**src/rtl/shift_unit_seq.sv**
```systemverilog
// Multi-cycle 16-bit shift/rotate engine: one bit position per clock, start/done handshake.
// Optional arithmetic right shift (op 100) is compiled in only when SHIFT_ASR_EN is defined.
module shift_unit_seq (
    input  logic        clk,
    input  logic        rst,
    input  logic        start,
    input  logic [2:0]  op,
    input  logic [15:0] n,
    input  logic [15:0] value,
    output logic        busy,
    output logic        done,
    output logic [15:0] result,
    output logic        carry
);

    typedef enum logic [1:0] {
        IDLE  = 2'd0,
        SHIFT = 2'd1,
        DONE  = 2'd2
    } state_t;

    localparam logic [2:0] OP_ROR = 3'd0;
    localparam logic [2:0] OP_ROL = 3'd1;
    localparam logic [2:0] OP_LSR = 3'd2;
    localparam logic [2:0] OP_LSL = 3'd3;
    localparam logic [2:0] OP_ASR = 3'd4;

    state_t      state_q, state_d;
    logic [15:0] w_q, w_d;
    logic [3:0]  cnt_q, cnt_d;
    logic [2:0]  op_q, op_d;
    logic        c_q, c_d;
    logic [15:0] result_q, result_d;
    logic        carry_q, carry_d;
    logic [16:0] stepped;

    // Only the low nibble of the amount matters (k = n mod 16).
    logic unused_n_hi;
    assign unused_n_hi = ^n[15:4];

    function automatic logic op_supported(input logic [2:0] o);
`ifdef SHIFT_ASR_EN
        return (o <= OP_ASR);
`else
        return (o <= OP_LSL);
`endif
    endfunction

    // One-position step; returns {bit_shifted_out, new_word}.
    function automatic logic [16:0] step(input logic [2:0] o, input logic [15:0] x);
        logic [16:0] r;
        r = {1'b0, x};
        case (o)
            OP_ROR:  r = {x[0],  x[0], x[15:1]};
            OP_ROL:  r = {x[15], x[14:0], x[15]};
            OP_LSR:  r = {x[0],  1'b0, x[15:1]};
            OP_LSL:  r = {x[15], x[14:0], 1'b0};
`ifdef SHIFT_ASR_EN
            OP_ASR:  r = {x[0],  x[15], x[15:1]};
`endif
            default: r = {1'b0, x};
        endcase
        return r;
    endfunction

    always_ff @(posedge clk or posedge rst) begin
        if (rst) begin
            state_q  <= IDLE;
            w_q      <= 16'h0000;
            cnt_q    <= 4'd0;
            op_q     <= 3'd0;
            c_q      <= 1'b0;
            result_q <= 16'h0000;
            carry_q  <= 1'b0;
        end else begin
            state_q  <= state_d;
            w_q      <= w_d;
            cnt_q    <= cnt_d;
            op_q     <= op_d;
            c_q      <= c_d;
            result_q <= result_d;
            carry_q  <= carry_d;
        end
    end

    always_comb begin
        state_d  = state_q;
        w_d      = w_q;
        cnt_d    = cnt_q;
        op_d     = op_q;
        c_d      = c_q;
        result_d = result_q;
        carry_d  = carry_q;
        stepped  = step(op_q, w_q);

        case (state_q)
            IDLE: begin
                if (start) begin
                    w_d   = value;
                    cnt_d = n[3:0];
                    op_d  = op;
                    c_d   = 1'b0;
                    // Zero amount and unsupported ops finish without shifting.
                    if ((n[3:0] == 4'd0) || !op_supported(op)) begin
                        state_d  = DONE;
                        result_d = value;
                        carry_d  = 1'b0;
                    end else begin
                        state_d = SHIFT;
                    end
                end
            end
            SHIFT: begin
                w_d   = stepped[15:0];
                c_d   = stepped[16];
                cnt_d = cnt_q - 4'd1;
                if (cnt_q == 4'd1) begin
                    state_d  = DONE;
                    result_d = stepped[15:0];
                    carry_d  = stepped[16];
                end
            end
            DONE: begin
                state_d = IDLE;
            end
            default: begin
                state_d = IDLE;
            end
        endcase
    end

    assign busy   = (state_q != IDLE);
    assign done   = (state_q == DONE);
    assign result = result_q;
    assign carry  = carry_q;

endmodule

```
**config.mk**
```make
export PLATFORM = sky130hd
export DESIGN_NAME = shift_unit_seq
export DESIGN_NICKNAME = d
export VERILOG_FILES = /design/src/rtl/shift_unit_seq.sv
export SDC_FILE = /design/constraint.sdc
export NUM_CORES = 1
export LEC_CHECK = 0
export ABC_AREA = 1
export CORE_MARGIN = 2
export CORE_UTILIZATION = 62
export CTS_BUF_LIST = sky130_fd_sc_hd__clkbuf_16
export DETAILED_ROUTE_END_ITERATION = 16
export DONT_BUFFER_PORTS = 1
export HOLD_SLACK_MARGIN = 0.1
export PLACE_DENSITY = 0.78
export RECOVER_POWER = 50
export SLEW_MARGIN = 25
export SYNTH_ARGS = -nofsm -noshare
export SYNTH_HDL_FRONTEND = slang
export SYNTH_SLANG_ARGS = --single-unit
```
**constraint.sdc**
```tcl
create_clock -name clk -period 1.65 [get_ports clk]
set_input_delay 0 -clock clk [delete_from_list [all_inputs] [get_ports clk]]
set_output_delay 0 -clock clk [all_outputs]
set_load 0.02 [all_outputs]
```
### Word level (Yosys, flattened, before mapping)

Cells that the tools add are included.

| storage, ports and cells | value |
|---|---|
| output and inout bits | 19 |
| register bits | 42 |

| cells by class | value |
|---|---|
| $lt $le $gt $ge | 1 |
| equal/unequal tests | 9 |
| reductions and logical operators | 11 |
| multiplexer cells | 17 |
| $add $sub $neg | 1 |

Operator list:

| kind | number |
|---|---|
| $pmux W17 S4 | 1 |
| $mux W16 | 4 |
| $pmux W16 S2 | 2 |
| $pmux W4 S2 | 1 |
| $eq A3 B2 Y1 const B | 2 |
| $mux W2 | 3 |
| $ne A2 B2 Y1 const B | 3 |
| $reduce_and A2 Y1 | 3 |
| $eq A4 B1 Y1 const B | 1 |
| $logic_not A4 Y1 | 1 |
| $mux W4 | 1 |
| $pmux W2 S2 | 1 |
| $reduce_and A4 Y1 | 1 |
| $reduce_bool A2 Y1 | 2 |
| $sub A4 B1 Y4 const B | 1 |
| $eq A3 B1 Y1 const B | 1 |
| $le A3 B2 Y1 const B | 1 |
| $logic_not A3 Y1 | 1 |
| $mux W1 | 3 |
| $eq A2 B1 Y1 const B | 1 |
| $eq A2 B2 Y1 const B | 1 |
| $logic_not A2 Y1 | 1 |
| $pmux W1 S2 | 1 |
| $logic_not A1 Y1 | 1 |
| $logic_or A1 B1 Y1 | 1 |

### Longest topological paths before layout

| depth | value |
|---|---|
| depth in word-level cells | 6 |
| depth in mapped cells | 10 |

### Least setup slack after synthesis

Ideal clock, no wire load.

| path | value |
|---|---|
| path type | reg2reg |
| from | reg cnt_q[1] |
| to | reg result_q[10], in the netlist result[10] |
| data required time | 1.533 ns |
| path slack | 0.350 ns |
| data arrival time | 1.183 ns |
| cell stages (with the launch flop) | 11 |
| clock period less this slack | 1.300 ns |
| cells stage by stage | dfrtp_1 > inv_1 > ha_1 > nand3_1 > nand2_2 > nand2_4 > inv_2 > nand2_4 > buf_6 > nand2_1 > nand2_1 |

| between the ends | value |
|---|---|
| longest elaborated chain between the ends | 3 |

Ends and longest elaborated chain:

| what | line | source |
|---|---|---|
| start: declaration | 30 | `logic [3:0] cnt_q, cnt_d;` |
| start signal: assignment | 78 | `cnt_q <= cnt_d;` |
| $eq A4 B1 Y1 | 117 | `if (cnt_q == 4'd1) begin` |
| $ne A2 B2 Y1 (no source line) | -- |  |
| $reduce_and A4 Y1 (no source line) | -- |  |
| end signal: assignment | 81 | `result_q <= result_d;` |
| end: declaration | 33 | `logic [15:0] result_q, result_d;` |

Every way passes these cells.
A chain may end at the register's enable or synchronous reset.

### Final worst setup path

| path | value |
|---|---|
| from | reg cnt_q[1] |
| to | reg result_q[8], in the netlist result[8] |

The elaborated chain is that of the path after synthesis.

==> reports/metrics.yaml <==
timing:
  fin_worst_skew_ns: 0.00243
  fin_crit_ns: 1.45
  setup_viol: 0
  worst_pin_slew_ns: 1.05
  whs_ns: 0.118
  rsz0062_at_grt: "no"
  slew_headroom_pct: 29.7
  max_freq_ghz: 0.690
  drv_slew: 0
  tns_ns: 0
  hold_violations: 0
  fin_crit_sh_pct: 87.9
placed_design:
  dp_hpwl_um: 3260
  gp_congestion: 0.802
  place_area_mm2: 0.00238
  portBuffers: 0
detailed_routing:
  postRouteAntennaNets: 0
  drtPass1Iterations: 4
  wl_um: 5540
  num_vias: 2245
  routed_via_density: 5.33
  wl_per_cell_um: 13.2
  drc: 0
  drt_iter0_drc: 155
global_routing:
  grt_max_degree: 43
  grt_pass1_vias: 2165
  grt_use_total_pct: 28.3
  antenna_found_initial: 0
  overflow: 0
  grt_pass1_wl_um: 9340
setup_path:
  cp_max_fo: 18
  cp-start-kind: "flip-flop"
  crit_arrival_ns: 1.67
  path_class: "flip-flop to flip-flop"
  cp-end-kind: "flip-flop"
  rr_worst_depth: 8
  cp.required_ns: 1.87
synth:
  netlist_instances: 351
  synth-xor-area-share_pct: 0.369
  synthesis.nets: 391
  yosys.area_share.simple_pct: 45.3
  synth.distinct_cells: 23
  synth_top_family_by_area: "simple AND/OR/NAND/NOR gates"
  synth_area_per_cell_um2: 6.77
  ys_seq_area_share_pct: 44.2
  synth_fa_ha_area_share_pct: 1.05
  synth_compound_area_share_pct: 2.84
  synth_area_mm2: 0.00238
  synth_mux_area_share_pct: 0
  yosysWarnings: 0
  ys_ff_latch: 42
cells_and_area:
  stdcell_area_mm2: 0.00276
  multi_input_area_mm2: 0.00118
  seq_area_mm2: 0.00105
  drive_gt1_share_pct: 6.97
  n_antenna_cell: 0
  syn_to_final_growth_pct: 16.2
  fin_nets: 413
  filler_cell_count: 296
clock_network:
  cts_tree: "yes"
  clock_sinks: 42
  clkTransAtPathRegs_ns: 0.06
  cts_max_level: 2
  cts-resized-gates: 0
  clock_latency_ns: 0.28
  clockBufferDepth: 2
  cts-root-buf: "clkbuf_16"
  cts_made_buffers: 5
power_and_ir_drop:
  ir_worst_vdd_v: 0.00117
  totalPowerFinal_w: 0.00586
  switching_share_pct: 48.7
  p_int_w: 0.00300
  power_frac_comb_pct: 47.1
  switching_power_w: 0.00285
  p_clk_share_pct: 15.4
  power.leakage_nw: 1.51
  pwr_density_cell_mw_per_mm2: 2120
  pwr-share-seq_pct: 37.5
floorplan:
  num_rows: 22
  io-pin-count: 57
  die_area_mm2: 0.00434
  start_util_pct: 64.9
  die_w_um: 65.9
  core_area_mm2: 0.00366
  die-height_um: 65.9
flow_run:
  maxCapViolCount: 0
outcome:
  outcome: "completed"
min_path:
  min_path_cells: 4
  hp-class: "input port to flip-flop"
==> what timing repair did <==
action / CTS / global route
hold endpoints to repair: 82 / 0
hold buffers: 24 / 0
setup buffers: 1 / 0
setup endpoints to repair: 1 / 0
==> synth_stat cells (all sizes together) <==
library cell  count  share of area [%]
nand2           201                 33
o211ai            1               0.32
nand3            22                4.6
inv              15                2.4
nand4             1               0.26
ha                2                1.1
nor2             39                7.5
buf              14                3.7
a21oi             3               0.63
dfrtp            42                 44
o21ai             9                1.9
xnor2             1               0.37
clkbuf            1               0.16
==> power groups by stage <==
stage	combinational [W]	clock, W	sequential, W
finish	0.00276	0.000903	0.00219
global route	0.00318	0.000961	0.00226
CTS	0.00276	0.000917	0.00219
detailed placement	0.00267	0	0.00220
global placement	0.00259	0	0.00219
floorplan	0.00233	0	0.00208
==> kinds of logic after synthesis <==
group	count (synthesis)
DFF	42
xor gates and xnor gates	1
adders and majority gates	2
and+or+nand+nor	263
buffers and inverters	30
AOI/OAI and AO/OA	13
==> worst paths after layout <==
check | slack (ns) | to | start
hold reg to reg | 0.53 | w_q[2]$_DFFE_PP0P_ | w_q[2]$_DFFE_PP0P_
setup reg to reg | 0.20 | result[8]$_DFFE_PP0P_ | cnt_q[1]$_DFFE_PP0P_
max in group asynchronous | 0.50 | result[3]$_DFFE_PP0P_ | rst
min in group asynchronous | 0.50 | w_q[1]$_DFFE_PP0P_ | rst
setup / recovery | 0.20 | result[8]$_DFFE_PP0P_ | cnt_q[1]$_DFFE_PP0P_
hold / removal | 0.12 | state_q[0]$_DFFE_PP0P_ | n[1]
==> through the flow <==
stage                     util, %  std cells  setup slack (ns)
after floorplan                 -        351             0.350
after global placement       65.1        389            0.0660
after detailed placement     65.1        389            0.0216
after CTS                    75.5        421             0.193
after global routing         75.4        421            0.0401
final                        75.4        421             0.200
==> state kept, by name, summed over array words and instances, names as in the netlist <==
register  count
carry         1
cnt_q         4
result       16
op_q          3
w_q          16
state_q       2
==> critical path, cell delays in order, from the launching register on <==
cell     delay [ns]
dfrtp_1        0.36
inv_1          0.12
ha_1           0.16
nand3_1        0.09
nand2_2        0.09
nand2_4        0.08
nor2_8         0.28
nand2_1        0.12
nand2_1        0.09
==> metal layers <==
layer / share of wire [%] / routed length, um / GRT usage [%]
met1: 43 / 2390 / 33.6
met2: 50 / 2780 / 50.3
met3: 4.8 / 268 / 5.28
met4: 1.8 / 101 / 11.2
met5: 0 / 0 / 0
==> layout by cell type (no fill, tap or decap) <==
| master | instances |
|---|---|
| nor2_8 | 1 |
| clkbuf_2 | 1 |
| o211ai_1 | 1 |
| nor2_4 | 2 |
| nor2_1 | 36 |
| nand2_1 | 196 |
| nand2_4 | 3 |
| buf_4 | 5 |
| ha_1 | 2 |
| xnor2_1 | 1 |
| clkbuf_16 | 5 |
| nand4_1 | 1 |
| inv_1 | 10 |
| inv_2 | 7 |
| o21ai_0 | 6 |
| a21oi_1 | 3 |
| o21ai_1 | 3 |
| nand3_1 | 22 |
| nand2_2 | 2 |
| dlygate4sd3_1 | 24 |
| dfrtp_1 | 42 |
==> layout make-up <==
cell class | instances | area share [%]
repair buffers | 30 | 10.2
inverters | 15 | 2.04
multi-input cells | 279 | 42.7
clock inverters | 2 | 0.272
well taps | 48 | 2.18
clock buffers | 5 | 4.53
flip-flops and latches | 42 | 38.1
No activity file was read; power rests on OpenSTA's default activity.
